--- src/rtl/ntsc_composite_gen_if.sv ---
// ntsc_composite_gen_if: fixed-latency pixel fetch bus between the composite generator and its pixel source
interface ntsc_composite_gen_if;
  logic       pix_req;
  logic [9:0] pix_x;
  logic [8:0] pix_y;
  logic [7:0] luma_in;
  logic [7:0] u_in;
  logic [7:0] v_in;
  modport master (output pix_req, pix_x, pix_y, input luma_in, u_in, v_in);
  modport slave (input pix_req, pix_x, pix_y, output luma_in, u_in, v_in);
endinterface

--- src/rtl/ntsc_composite_gen.sv ---
// ntsc_composite_gen: 4xfsc NTSC composite sample generator (sync, burst, Y/U/V active video)
// NTSC_TESTPATTERN_EN adds a test_pattern input that swaps fetched pixels for eight colour bars.
module ntsc_composite_gen #(
  parameter int DAC_W        = 12,
  parameter int H_TOTAL      = 910,
  parameter int H_SYNC       = 67,
  parameter int BURST_START  = 76,
  parameter int BURST_LEN    = 36,
  parameter int ACT_START    = 136,
  parameter int ACT_W        = 752,
  parameter int V_TOTAL      = 262,
  parameter int V_SYNC_START = 3,
  parameter int V_SYNC_LEN   = 3,
  parameter int V_ACT_START  = 20,
  parameter int V_ACT_LINES  = 240,
  parameter int LVL_SYNC     = 0,
  parameter int LVL_BLANK    = 1024,
  parameter int BURST_AMP    = 256,
  parameter int LUMA_SHIFT   = 3,
  parameter int CHROMA_SHIFT = 2
) (
  input  logic             clk,
  input  logic             RESET,
  input  logic             color_enable,
`ifdef NTSC_TESTPATTERN_EN
  input  logic             test_pattern,
`endif
  ntsc_composite_gen_if.master pix,
  output logic             hsync_n,
  output logic             vsync_n,
  output logic             frame_start,
  output logic [DAC_W-1:0] dac_out
);
  localparam int SW = DAC_W + 2;
  localparam logic [DAC_W-1:0] L_SYNC  = DAC_W'(LVL_SYNC);
  localparam logic [DAC_W-1:0] L_BLANK = DAC_W'(LVL_BLANK);
  localparam logic [DAC_W-1:0] L_HI    = DAC_W'(LVL_BLANK + BURST_AMP);
  localparam logic [DAC_W-1:0] L_LO    = DAC_W'(LVL_BLANK - BURST_AMP);
  typedef enum logic [1:0] {R_BLANK, R_SYNC, R_BURST, R_ACT} region_t;
  logic [9:0] h, x_q;
  logic [8:0] v, y_q;
  logic [1:0] phase, ph1;
  int hh, vv;
  logic vline, aline, hs1, vs1, fs1;
  region_t reg0, reg1;
  assign hh = int'(h);
  assign vv = int'(v);
  assign vline = vv >= V_SYNC_START && vv < V_SYNC_START + V_SYNC_LEN;
  assign aline = vv >= V_ACT_START && vv < V_ACT_START + V_ACT_LINES;
  assign reg0 = vline ? (hh < H_TOTAL - H_SYNC ? R_SYNC : R_BLANK) :
                hh < H_SYNC ? R_SYNC :
                (hh >= BURST_START && hh < BURST_START + BURST_LEN) ? R_BURST :
                (aline && hh >= ACT_START && hh < ACT_START + ACT_W) ? R_ACT : R_BLANK;
  // Pixel coordinates are live during a request and hold the last fetched position otherwise
  assign pix.pix_req = reg0 == R_ACT;
  assign pix.pix_x = pix.pix_req ? 10'(hh - ACT_START) : x_q;
  assign pix.pix_y = pix.pix_req ? 9'(vv - V_ACT_START) : y_q;
  always_ff @(posedge clk or posedge RESET)
    if (RESET) begin
      h     <= '0;
      v     <= '0;
      phase <= '0;
      x_q   <= '0;
      y_q   <= '0;
      reg1  <= R_BLANK;
      ph1   <= '0;
      hs1   <= 1'b1;
      vs1   <= 1'b1;
      fs1   <= 1'b0;
    end else begin
      phase <= phase + 2'd1;
      h     <= hh == H_TOTAL - 1 ? '0 : h + 10'd1;
      if (hh == H_TOTAL - 1) v <= vv == V_TOTAL - 1 ? '0 : v + 9'd1;
      x_q   <= pix.pix_x;
      y_q   <= pix.pix_y;
      reg1  <= reg0;
      ph1   <= phase;
      hs1   <= !(hh < H_SYNC);
      vs1   <= !vline;
      fs1   <= h == '0 && v == '0;
    end
  logic [7:0] y_s;
  logic signed [7:0] u_s, v_s, cw;
`ifdef NTSC_TESTPATTERN_EN
  localparam logic [7:0] BAR_Y [8] = '{8'd235, 8'd210, 8'd170, 8'd145, 8'd106, 8'd81, 8'd41, 8'd16};
  localparam logic [7:0] BAR_U [8] = '{8'h00, 8'h9C, 8'h1C, 8'hB8, 8'h48, 8'hE4, 8'h64, 8'h00};
  localparam logic [7:0] BAR_V [8] = '{8'h00, 8'h12, 8'h9C, 8'hA6, 8'h5A, 8'h64, 8'hEE, 8'h00};
  logic [2:0] bar;
  // x_q holds the column of the pixel now in stage 1
  assign bar = 3'(x_q / 10'(ACT_W / 8));
  assign y_s = test_pattern ? BAR_Y[bar] : pix.luma_in;
  assign u_s = test_pattern ? BAR_U[bar] : pix.u_in;
  assign v_s = test_pattern ? BAR_V[bar] : pix.v_in;
`else
  assign y_s = pix.luma_in;
  assign u_s = pix.u_in;
  assign v_s = pix.v_in;
`endif
  logic signed [SW-1:0] ce, c, ye, act;
  logic [DAC_W-1:0] sat, bst, nxt;
  assign cw  = ph1[0] ? v_s : u_s;
  assign ce  = SW'(cw);
  assign c   = color_enable ? (ph1[1] ? -ce : ce) <<< CHROMA_SHIFT : '0;
  assign ye  = signed'(SW'(y_s)) <<< LUMA_SHIFT;
  assign act = SW'(LVL_BLANK) + ye + c;
  assign sat = act[SW-1] ? '0 : |act[SW-2:DAC_W] ? '1 : act[DAC_W-1:0];
  assign bst = (!color_enable || !ph1[0]) ? L_BLANK : ph1[1] ? L_HI : L_LO;
  assign nxt = reg1 == R_SYNC ? L_SYNC : reg1 == R_BURST ? bst : reg1 == R_ACT ? sat : L_BLANK;
  always_ff @(posedge clk or posedge RESET)
    if (RESET) begin
      dac_out     <= L_BLANK;
      hsync_n     <= 1'b1;
      vsync_n     <= 1'b1;
      frame_start <= 1'b0;
    end else begin
      dac_out     <= nxt;
      hsync_n     <= hs1;
      vsync_n     <= vs1;
      frame_start <= fs1;
    end
endmodule

--- src/flat_wrapper.sv ---
// flat-port wrapper written by rule: the top's interface ports become plain ports
module ntsc_composite_gen_flat 
#(
  parameter int DAC_W        = 12,
  parameter int H_TOTAL      = 910,
  parameter int H_SYNC       = 67,
  parameter int BURST_START  = 76,
  parameter int BURST_LEN    = 36,
  parameter int ACT_START    = 136,
  parameter int ACT_W        = 752,
  parameter int V_TOTAL      = 262,
  parameter int V_SYNC_START = 3,
  parameter int V_SYNC_LEN   = 3,
  parameter int V_ACT_START  = 20,
  parameter int V_ACT_LINES  = 240,
  parameter int LVL_SYNC     = 0,
  parameter int LVL_BLANK    = 1024,
  parameter int BURST_AMP    = 256,
  parameter int LUMA_SHIFT   = 3,
  parameter int CHROMA_SHIFT = 2
)
  (clk, RESET, color_enable, hsync_n, vsync_n, frame_start, dac_out, pix_pix_req, pix_pix_x, pix_pix_y, pix_luma_in, pix_u_in, pix_v_in);
  ntsc_composite_gen_if pix_i ();
  input  logic clk;
  input  logic RESET;
  input  logic color_enable;
  output logic hsync_n;
  output logic vsync_n;
  output logic frame_start;
  output logic [DAC_W-1:0] dac_out;
  output wire logic [$bits(pix_i.pix_req)-1:0] pix_pix_req;
  output wire logic [$bits(pix_i.pix_x)-1:0] pix_pix_x;
  output wire logic [$bits(pix_i.pix_y)-1:0] pix_pix_y;
  input wire logic [$bits(pix_i.luma_in)-1:0] pix_luma_in;
  input wire logic [$bits(pix_i.u_in)-1:0] pix_u_in;
  input wire logic [$bits(pix_i.v_in)-1:0] pix_v_in;
  assign pix_pix_req = pix_i.pix_req;
  assign pix_pix_x = pix_i.pix_x;
  assign pix_pix_y = pix_i.pix_y;
  assign pix_i.luma_in = pix_luma_in;
  assign pix_i.u_in = pix_u_in;
  assign pix_i.v_in = pix_v_in;
  ntsc_composite_gen #(.DAC_W(DAC_W), .H_TOTAL(H_TOTAL), .H_SYNC(H_SYNC), .BURST_START(BURST_START), .BURST_LEN(BURST_LEN), .ACT_START(ACT_START), .ACT_W(ACT_W), .V_TOTAL(V_TOTAL), .V_SYNC_START(V_SYNC_START), .V_SYNC_LEN(V_SYNC_LEN), .V_ACT_START(V_ACT_START), .V_ACT_LINES(V_ACT_LINES), .LVL_SYNC(LVL_SYNC), .LVL_BLANK(LVL_BLANK), .BURST_AMP(BURST_AMP), .LUMA_SHIFT(LUMA_SHIFT), .CHROMA_SHIFT(CHROMA_SHIFT)) u_core (.clk(clk), .RESET(RESET), .color_enable(color_enable), .pix(pix_i), .hsync_n(hsync_n), .vsync_n(vsync_n), .frame_start(frame_start), .dac_out(dac_out));
endmodule
--- config.mk ---
export PLATFORM = sky130hd
export DESIGN_NAME = ntsc_composite_gen_flat
export DESIGN_NICKNAME = d
export VERILOG_FILES = /design/src/rtl/ntsc_composite_gen_if.sv /design/src/rtl/ntsc_composite_gen.sv /design/src/flat_wrapper.sv
export SDC_FILE = /design/constraint.sdc
export NUM_CORES = 1
export LEC_CHECK = 0
export ABC_CLOCK_PERIOD_IN_PS = 9200
export BUFFER_PORTS_ARGS = -buffer_cell sky130_fd_sc_hd__buf_2
export CAP_MARGIN = 10
export CORE_UTILIZATION = 38
export DETAILED_ROUTE_END_ITERATION = 8
export GPL_TIMING_DRIVEN = 0
export SETUP_SLACK_MARGIN = 0.1
export SLEW_MARGIN = 25
export SYNTH_ARGS = -nofsm -noshare
export SYNTH_HDL_FRONTEND = slang
export SYNTH_SLANG_ARGS = --single-unit
--- constraint.sdc ---
create_clock -name clk -period 9.2 [get_ports clk]
set_clock_uncertainty 0.05 [all_clocks]
set_input_delay 0 -clock clk [delete_from_list [all_inputs] [get_ports clk]]
set_output_delay 0 -clock clk [all_outputs]
set_load 0.02 [all_outputs]
==> impl_metrics.env, run 1 <==
export IMPL_status="finished, final reports clean"
export IMPL_synth_cell_types=58
export IMPL_initial_core_util_pct=39.61
export IMPL_synth_top_family_by_area="simple AND/OR/NAND/NOR gates"
export IMPL_viasPerCell=5.014
export IMPL_core_area_mm2=0.009328
export IMPL_cp_end_kind="flop"
export IMPL_synth_seq_cells=61
export IMPL_dieHeight_um=100.6
export IMPL_dr_pass1_iters=4
export IMPL_slew_violations=0
export IMPL_num_rows=35
export IMPL_boundaryPins=62
export IMPL_synth_area_leaders="dfrtp_1, ha_1, xnor2_1"
export IMPL_wl_per_cell_um=13.67
export IMPL_cts_buffers_inserted=9
export IMPL_netlist_area_mm2=0.003695
export IMPL_power_density_mw_per_mm2=129.0
export IMPL_synthArstFlopShare_pct=100.0
export IMPL_place_area_mm2=0.004184
export IMPL_multi_input_area_mm2=0.001991
export IMPL_max_cap_violations=0
export IMPL_fin_crit_sh_pct=43.95
export IMPL_synth_compound_area_share_pct=13.95
export IMPL_num_fill_cells=899
export IMPL_path_class="reg -> reg"
export IMPL_grt_usage_pct=17.26
export IMPL_n_antenna_cell=0
export IMPL_die_x_um=100.6
export IMPL_grt_pass1_wl_um=13500
export IMPL_worst_slew_pin_slew_ps=748.6
export IMPL_power_uw=569.4
export IMPL_finalNetCount=501
export IMPL_areaGrowthSynthToFinish_pct=19.51
export IMPL_cp_max_fo=10
export IMPL_post_route_util_pct=47.34
export IMPL_syn_instance_count=375
export IMPL_synth_seq_area_share_pct=41.48
export IMPL_ys_warn_count=0
export IMPL_clk_path_buf_depth=2
export IMPL_rsz0062_at_grt="false"
export IMPL_final_common_cell="buf_2"
export IMPL_num_vias=2928
export IMPL_cts_setup_buffers=0
export IMPL_cp_num_buf_inv=2
export IMPL_critPathArrivalTime_ps=4200
export IMPL_overflow=0
export IMPL_yosys_most_used_dff="dfrtp_1"
export IMPL_antenna_found_initial=0
export IMPL_crit_family="compound AO/OA/AOI/OAI gates"
export IMPL_synth_mux_area_share_pct=6.942
export IMPL_routabilityCongestion=0.9076
export IMPL_hold_viol=0
export IMPL_cp_slowest_cell="a311o_1"
export IMPL_synth_edf_count=0
export IMPL_crit_path_cell_trace="buf_6 -> buf_2 -> mux2i_1 -> ha_1 -> o221ai_1 -> a21oi_1 -> and3b_1 -> ha_1 -> and3_1 -> a31oi_1 -> a21boi_0 -> a311o_1 -> xnor2_2 -> a21boi_0 -> o21ai_0"
export IMPL_drcViolationCount=0
export IMPL_fin_crit_ps=4043
export IMPL_peakVddDrop_uv=67.80
export IMPL_grt_pass1_vias=2909
export IMPL_drtIter0Drc=111
export IMPL_layout_common_cells="buf_2, dfrtp_1, nor2_1"
export IMPL_max_freq_ghz=0.2473
export IMPL_dp_hpwl_um=6010
export IMPL_clock_latency_ps=340
export IMPL_die_area_mm2=0.01012
export IMPL_finalSetupTns_ps=0
export IMPL_clkTransAtPathRegs_ps=60
export IMPL_ant_nets=0
export IMPL_cp_required_ps=9360
export IMPL_power_leakage_nw=2.098
export IMPL_critPathLaunchType="flop"
export IMPL_clock_sinks=61
export IMPL_hold_path_class="in -> reg"
export IMPL_port_buffers=61
export IMPL_seqCellArea_mm2=0.001533
export IMPL_synth_top_area_cell="dfrtp_1"
export IMPL_synth_net_count=426
export IMPL_timing_slew_headroom_pct=50.10
export IMPL_cts_htree_levels=3
export IMPL_synth_xor_area_share_pct=7.552
export IMPL_root_buffer="clkbuf_8"
export IMPL_grt_max_degree=35
export IMPL_dp_cells=566
export IMPL_tritoncts="yes"
export IMPL_synth_top_area_share_pct=37.93
export IMPL_finalWirelength_um=7986
export IMPL_drive_above_1_share_pct=24.62
export IMPL_setup_viol=0
export IMPL_final_area_mm2=0.004415
export IMPL_finalNonFillerCells=584
export IMPL_syn_area_per_cell_um2=9.853
export IMPL_synth_simple_area_share_pct=17.10
export IMPL_yosys_area_share_adder_pct=8.331
export IMPL_cp_slowest_stage_delay_ps=450
power by group:
part           switching [mW]  internal [mW]
Combinational          0.0281         0.0218
Sequential                  0          0.268
Clock                   0.104          0.147
Total                   0.132          0.437
cells by family (layout without fill, tap and decap cells):
logic type                 Yosys count  in the layout
and+or+nand+nor                    119            119
AOI/OAI and AO/OA                   81             81
muxes                               23             23
xor gates and xnor gates            31             31
buffers and inverters               36            116
DFF                                 61             61
adders and majority gates           24             24
state kept, by name, indices dropped and copies added (netlist names), 2 cells and up:
signal          flops
u_core.h           10
u_core.ph1          2
u_core.dac_out     11
u_core.v            9
u_core.x_q         10
u_core.y_q          9
u_core.phase        2
u_core.reg1         2
cell type report:
cell class              count  share of cell area [%]
well taps                 129                   3.655
inverters                  19                   1.672
plain buffers              17                   2.267
clock inverters             3                  0.9634
multi-input cells         278                   45.08
clock buffers              13                   3.825
repair buffers             64                   7.821
flip-flops and latches     61                   34.71
path summary, 6_finish.rpt:
path,slack [ps],start,cells after the start,endpoint
min in group asynchronous,150,RESET,3,u_core.y_q[4]
max in group asynchronous,8380,RESET,4,u_core.hsync_n
worst max-delay path,5160,u_core.ph1[0],15,u_core.dac_out[8]
worst min-delay path,80,pix_luma_in[1],4,u_core.dac_out[4]
worst min register to register,300,u_core.fs1,0,u_core.frame_start
worst max register to register,5160,u_core.ph1[0],15,u_core.dac_out[8]
worst min-delay path, delay by kind of cell:
family                   cells  cell delay (ps)
buffers and inverters        2              180
adder cells (fa/ha/maj)      1              180
AO/OA/AOI/OAI                1               60
layer usage:
layer	vias to the layer above	global-route usage (%)	wire [um]
met4	0	7.246	122
li1	1468	-	-
met3	8	4.230	242
met5	-	0	0
met2	54	28.66	3804
met1	1398	21.45	3818
timing repair:
item,4_1_cts,5_1_grt
hold buffers,2,0
gates resized for setup,0,0
endpoints found under the hold margin,57,0
synth_stat cells, types with 8 or more instances:
cell type	number
dfrtp_1	56
nor2_1	30
a21oi_1	28
nand2_1	25
ha_1	23
o21ai_0	23
inv_1	19
xnor2_1	17
xor2_1	13
mux2i_1	11
mux2_2	9
nand4_1	9
clkbuf_1	8
stage by stage:
| stage | setup WS, ps | hold WS (ps) |
|---|---|---|
| floorplan | 5734 | 223.2 |
| global placement | 5177 | 283.7 |
| detailed placement | 5126 | -37.23 |
| CTS | 5108 | 71.02 |
| global route | 4744 | 80.07 |
| finish | 5157 | 80.95 |
Note: power is estimated with default switching activity, not from simulation.
==> inputs of run 2 (changes only) <==
--- a/config.mk
+++ b/config.mk
@@ -5,7 +5,7 @@
 export SDC_FILE = /design/constraint.sdc
 export NUM_CORES = 1
 export LEC_CHECK = 0
-export ABC_CLOCK_PERIOD_IN_PS = 9200
+export ABC_CLOCK_PERIOD_IN_PS = 3300
 export BUFFER_PORTS_ARGS = -buffer_cell sky130_fd_sc_hd__buf_2
 export CAP_MARGIN = 10
 export CORE_UTILIZATION = 38
==> constraint.sdc (replaced) <==
create_clock -name clk -period 3.3 [get_ports clk]
set_clock_uncertainty 0.05 [all_clocks]
set_input_delay 0 -clock clk [delete_from_list [all_inputs] [get_ports clk]]
set_output_delay 0 -clock clk [all_outputs]
set_load 0.02 [all_outputs]
==> run 2 against run 1 <==
Highest routed layer unchanged. First-iteration DRC count is 23% lower. Fmax is 21% higher. Worst hold slack worse by 38 ps. The run now ends with negative setup slack left.
==> impl_metrics.env, run 2 (synthesized netlist as in run 1, its figures left out) <==
export IMPL_slew_violations=0
export IMPL_cp_slowest_cell="a311o_2"
export IMPL_largest_reg_flops=11
export IMPL_cts_buffers_inserted=9
export IMPL_hold_viol=0
export IMPL_boundaryPins=62
export IMPL_reg_largest_list="u_core.dac_out: 11 flops, u_core.h: 10 flops, u_core.x_q: 10 flops"
export IMPL_tritoncts="yes"
export IMPL_grt_usage_pct=17.89
export IMPL_rsz0062_at_grt="true"
export IMPL_power_density_mw_per_mm2=361.0
export IMPL_cp_required_ps=3470
export IMPL_status="finished with violations"
export IMPL_num_rows=35
export IMPL_max_cap_violations=0
export IMPL_die_area_mm2=0.01012
export IMPL_timing_slew_headroom_pct=49.27
export IMPL_worst_slew_pin_slew_ps=761.0
export IMPL_die_x_um=100.6
export IMPL_core_area_mm2=0.009328
export IMPL_finalWirelength_um=8695
export IMPL_clock_latency_ps=340
export IMPL_drive_above_1_share_pct=36.25
export IMPL_path_common_cell="ha_4"
export IMPL_grt_max_degree=56
export IMPL_cts_htree_levels=3
export IMPL_ant_nets=0
export IMPL_dp_hpwl_um=5910
export IMPL_hold_path_class="in -> async"
export IMPL_violations="negative setup slack"
export IMPL_grt_pass1_vias=2975
export IMPL_clkTransAtPathRegs_ps=70
export IMPL_clock_sinks=61
export IMPL_dieHeight_um=100.6
export IMPL_r2r_start="u_core.ph1[0]"
export IMPL_hold_ws_ps=42.63
export IMPL_crit_family="compound AO/OA/AOI/OAI gates"
export IMPL_post_route_util_pct=52.35
export IMPL_path_class="reg -> reg"
export IMPL_finalWorstSetupSlack_ps=-47.42
export IMPL_top_register="u_core.dac_out"
export IMPL_finalNetCount=515
export IMPL_drtIter0Drc=86
export IMPL_routabilityCongestion=0.8702
export IMPL_setup_worst_path_start="u_core.ph1[0]"
export IMPL_grt_pass1_wl_um=14170
export IMPL_num_fill_cells=868
export IMPL_seqCellArea_mm2=0.001533
export IMPL_finalNonFillerCells=598
export IMPL_viasPerCell=5.134
export IMPL_root_buffer="clkbuf_8"
export IMPL_cp_max_fo=7
export IMPL_drcViolationCount=0
export IMPL_num_vias=3070
export IMPL_fin_crit_sh_pct=101.4
export IMPL_cp_end_kind="flop"
export IMPL_clk_path_buf_depth=2
export IMPL_dr_pass1_iters=5
export IMPL_antenna_found_initial=0
export IMPL_overflow=0
export IMPL_n_antenna_cell=0
export IMPL_final_area_mm2=0.004883
export IMPL_setup_viol=7
export IMPL_power_mw=1.763
export IMPL_cp_num_buf_inv=2
export IMPL_dp_cells=566
export IMPL_wl_per_cell_um=14.54
export IMPL_initial_core_util_pct=39.61
export IMPL_peakVddDrop_uv=223.1
export IMPL_critPathLaunchType="flop"
export IMPL_areaGrowthSynthToFinish_pct=32.17
export IMPL_layout_common_cells="buf_2, dfrtp_1, nor2_1"
export IMPL_multi_input_area_mm2=0.002306
export IMPL_place_area_mm2=0.004243
export IMPL_critPathArrivalTime_ps=3510
export IMPL_fin_crit_ps=3347
export IMPL_crit_path_cell_trace="buf_6 -> buf_12 -> mux2i_4 -> ha_4 -> o221ai_4 -> a21oi_1 -> and3b_2 -> ha_4 -> and3_4 -> a31oi_1 -> a21boi_1 -> a311o_2 -> xnor2_4 -> a21boi_2 -> o21ai_1"
export IMPL_power_leakage_nw=2.246
export IMPL_port_buffers=61
export IMPL_cp_slowest_stage_delay_ps=460
export IMPL_final_common_cell="buf_2"
export IMPL_max_freq_ghz=0.2987
[run 2: cell count changes in the layout (fill, tap and decap cells not counted), moves of 4 or more]
cell     change
a21oi_1      -9
a21oi_2      +9
buf_4       +12
ha_1         -6
ha_4         +4
o21ai_0      -5
[run 2: repair_timing]
item,4_1_cts,5_1_grt
hold buffers,1,0
setup endpoints to repair,11,22
cloned,1,0
gates resized for setup,34,25
buffers inserted,9,5
hold endpoints to repair,56,0
pin swaps,20,13
[run 2: path summary, 6_finish.rpt]
check	to	slack (ps)	cells after the start
setup / recovery	u_core.dac_out[8]	-50	15
min in group clk	u_core.dac_out[3]	70	4
setup reg to reg	u_core.dac_out[8]	-50	15
hold / removal	u_core.dac_out[1]	40	3
hold reg to reg	u_core.frame_start	310	0
max in group asynchronous	u_core.hs1	2640	4
[run 2: area by class of cell]
type                            count  area share, %
Clock buffer                       10          2.613
Clock inverter                      6          2.280
Inverter                           19          1.512
Multi-Input combinational cell    279          47.22
Timing Repair Buffer               77          9.326
Sequential cell                    61          31.39
Buffer                             17          2.357
Tap cell                          129          3.305
[run 2: metal layers]
layer  vias to the layer above  routed length [um]  share of wire, %  global-route usage (%)
li1                       1500                   -                 -                       -
met1                      1493                3955                45                   22.16
met2                        62                4273                49                   30.87
met3                        15                 275               3.2                   2.982
met4                         0                 191               2.2                   7.469
met5                         -                   0                 0                       0
[run 2: through the flow]
stage               TNS (ps)  worst slack [ps]
floorplan                  0             114.7
global placement       -2508            -345.1
detailed placement     -3445            -427.2
CTS                   -38.73            -38.73
global route           -1354            -175.0
finish                -98.85            -47.42
[run 2: worst register-to-register path, stage by stage, from the launching register on]
cell and delay (ps):
dfrtp_1 350, buf_6 150, buf_12 130, mux2i_4 250, ha_4 190, o221ai_4 120, a21oi_1 150, and3b_2 230
ha_4 210, and3_4 150, a31oi_1 170, a21boi_1 120, a311o_2 460, xnor2_4 230, a21boi_2 190, o21ai_1 70
[run 2: where the power goes]
group / switching [mW] / internal [mW] / leakage, nW / total (mW)
clock network: 0.307 / 0.502 / 0.116 / 0.809
registers: 0 / 0.748 / 0.812 / 0.748
logic: 0.110 / 0.0961 / 1.32 / 0.206
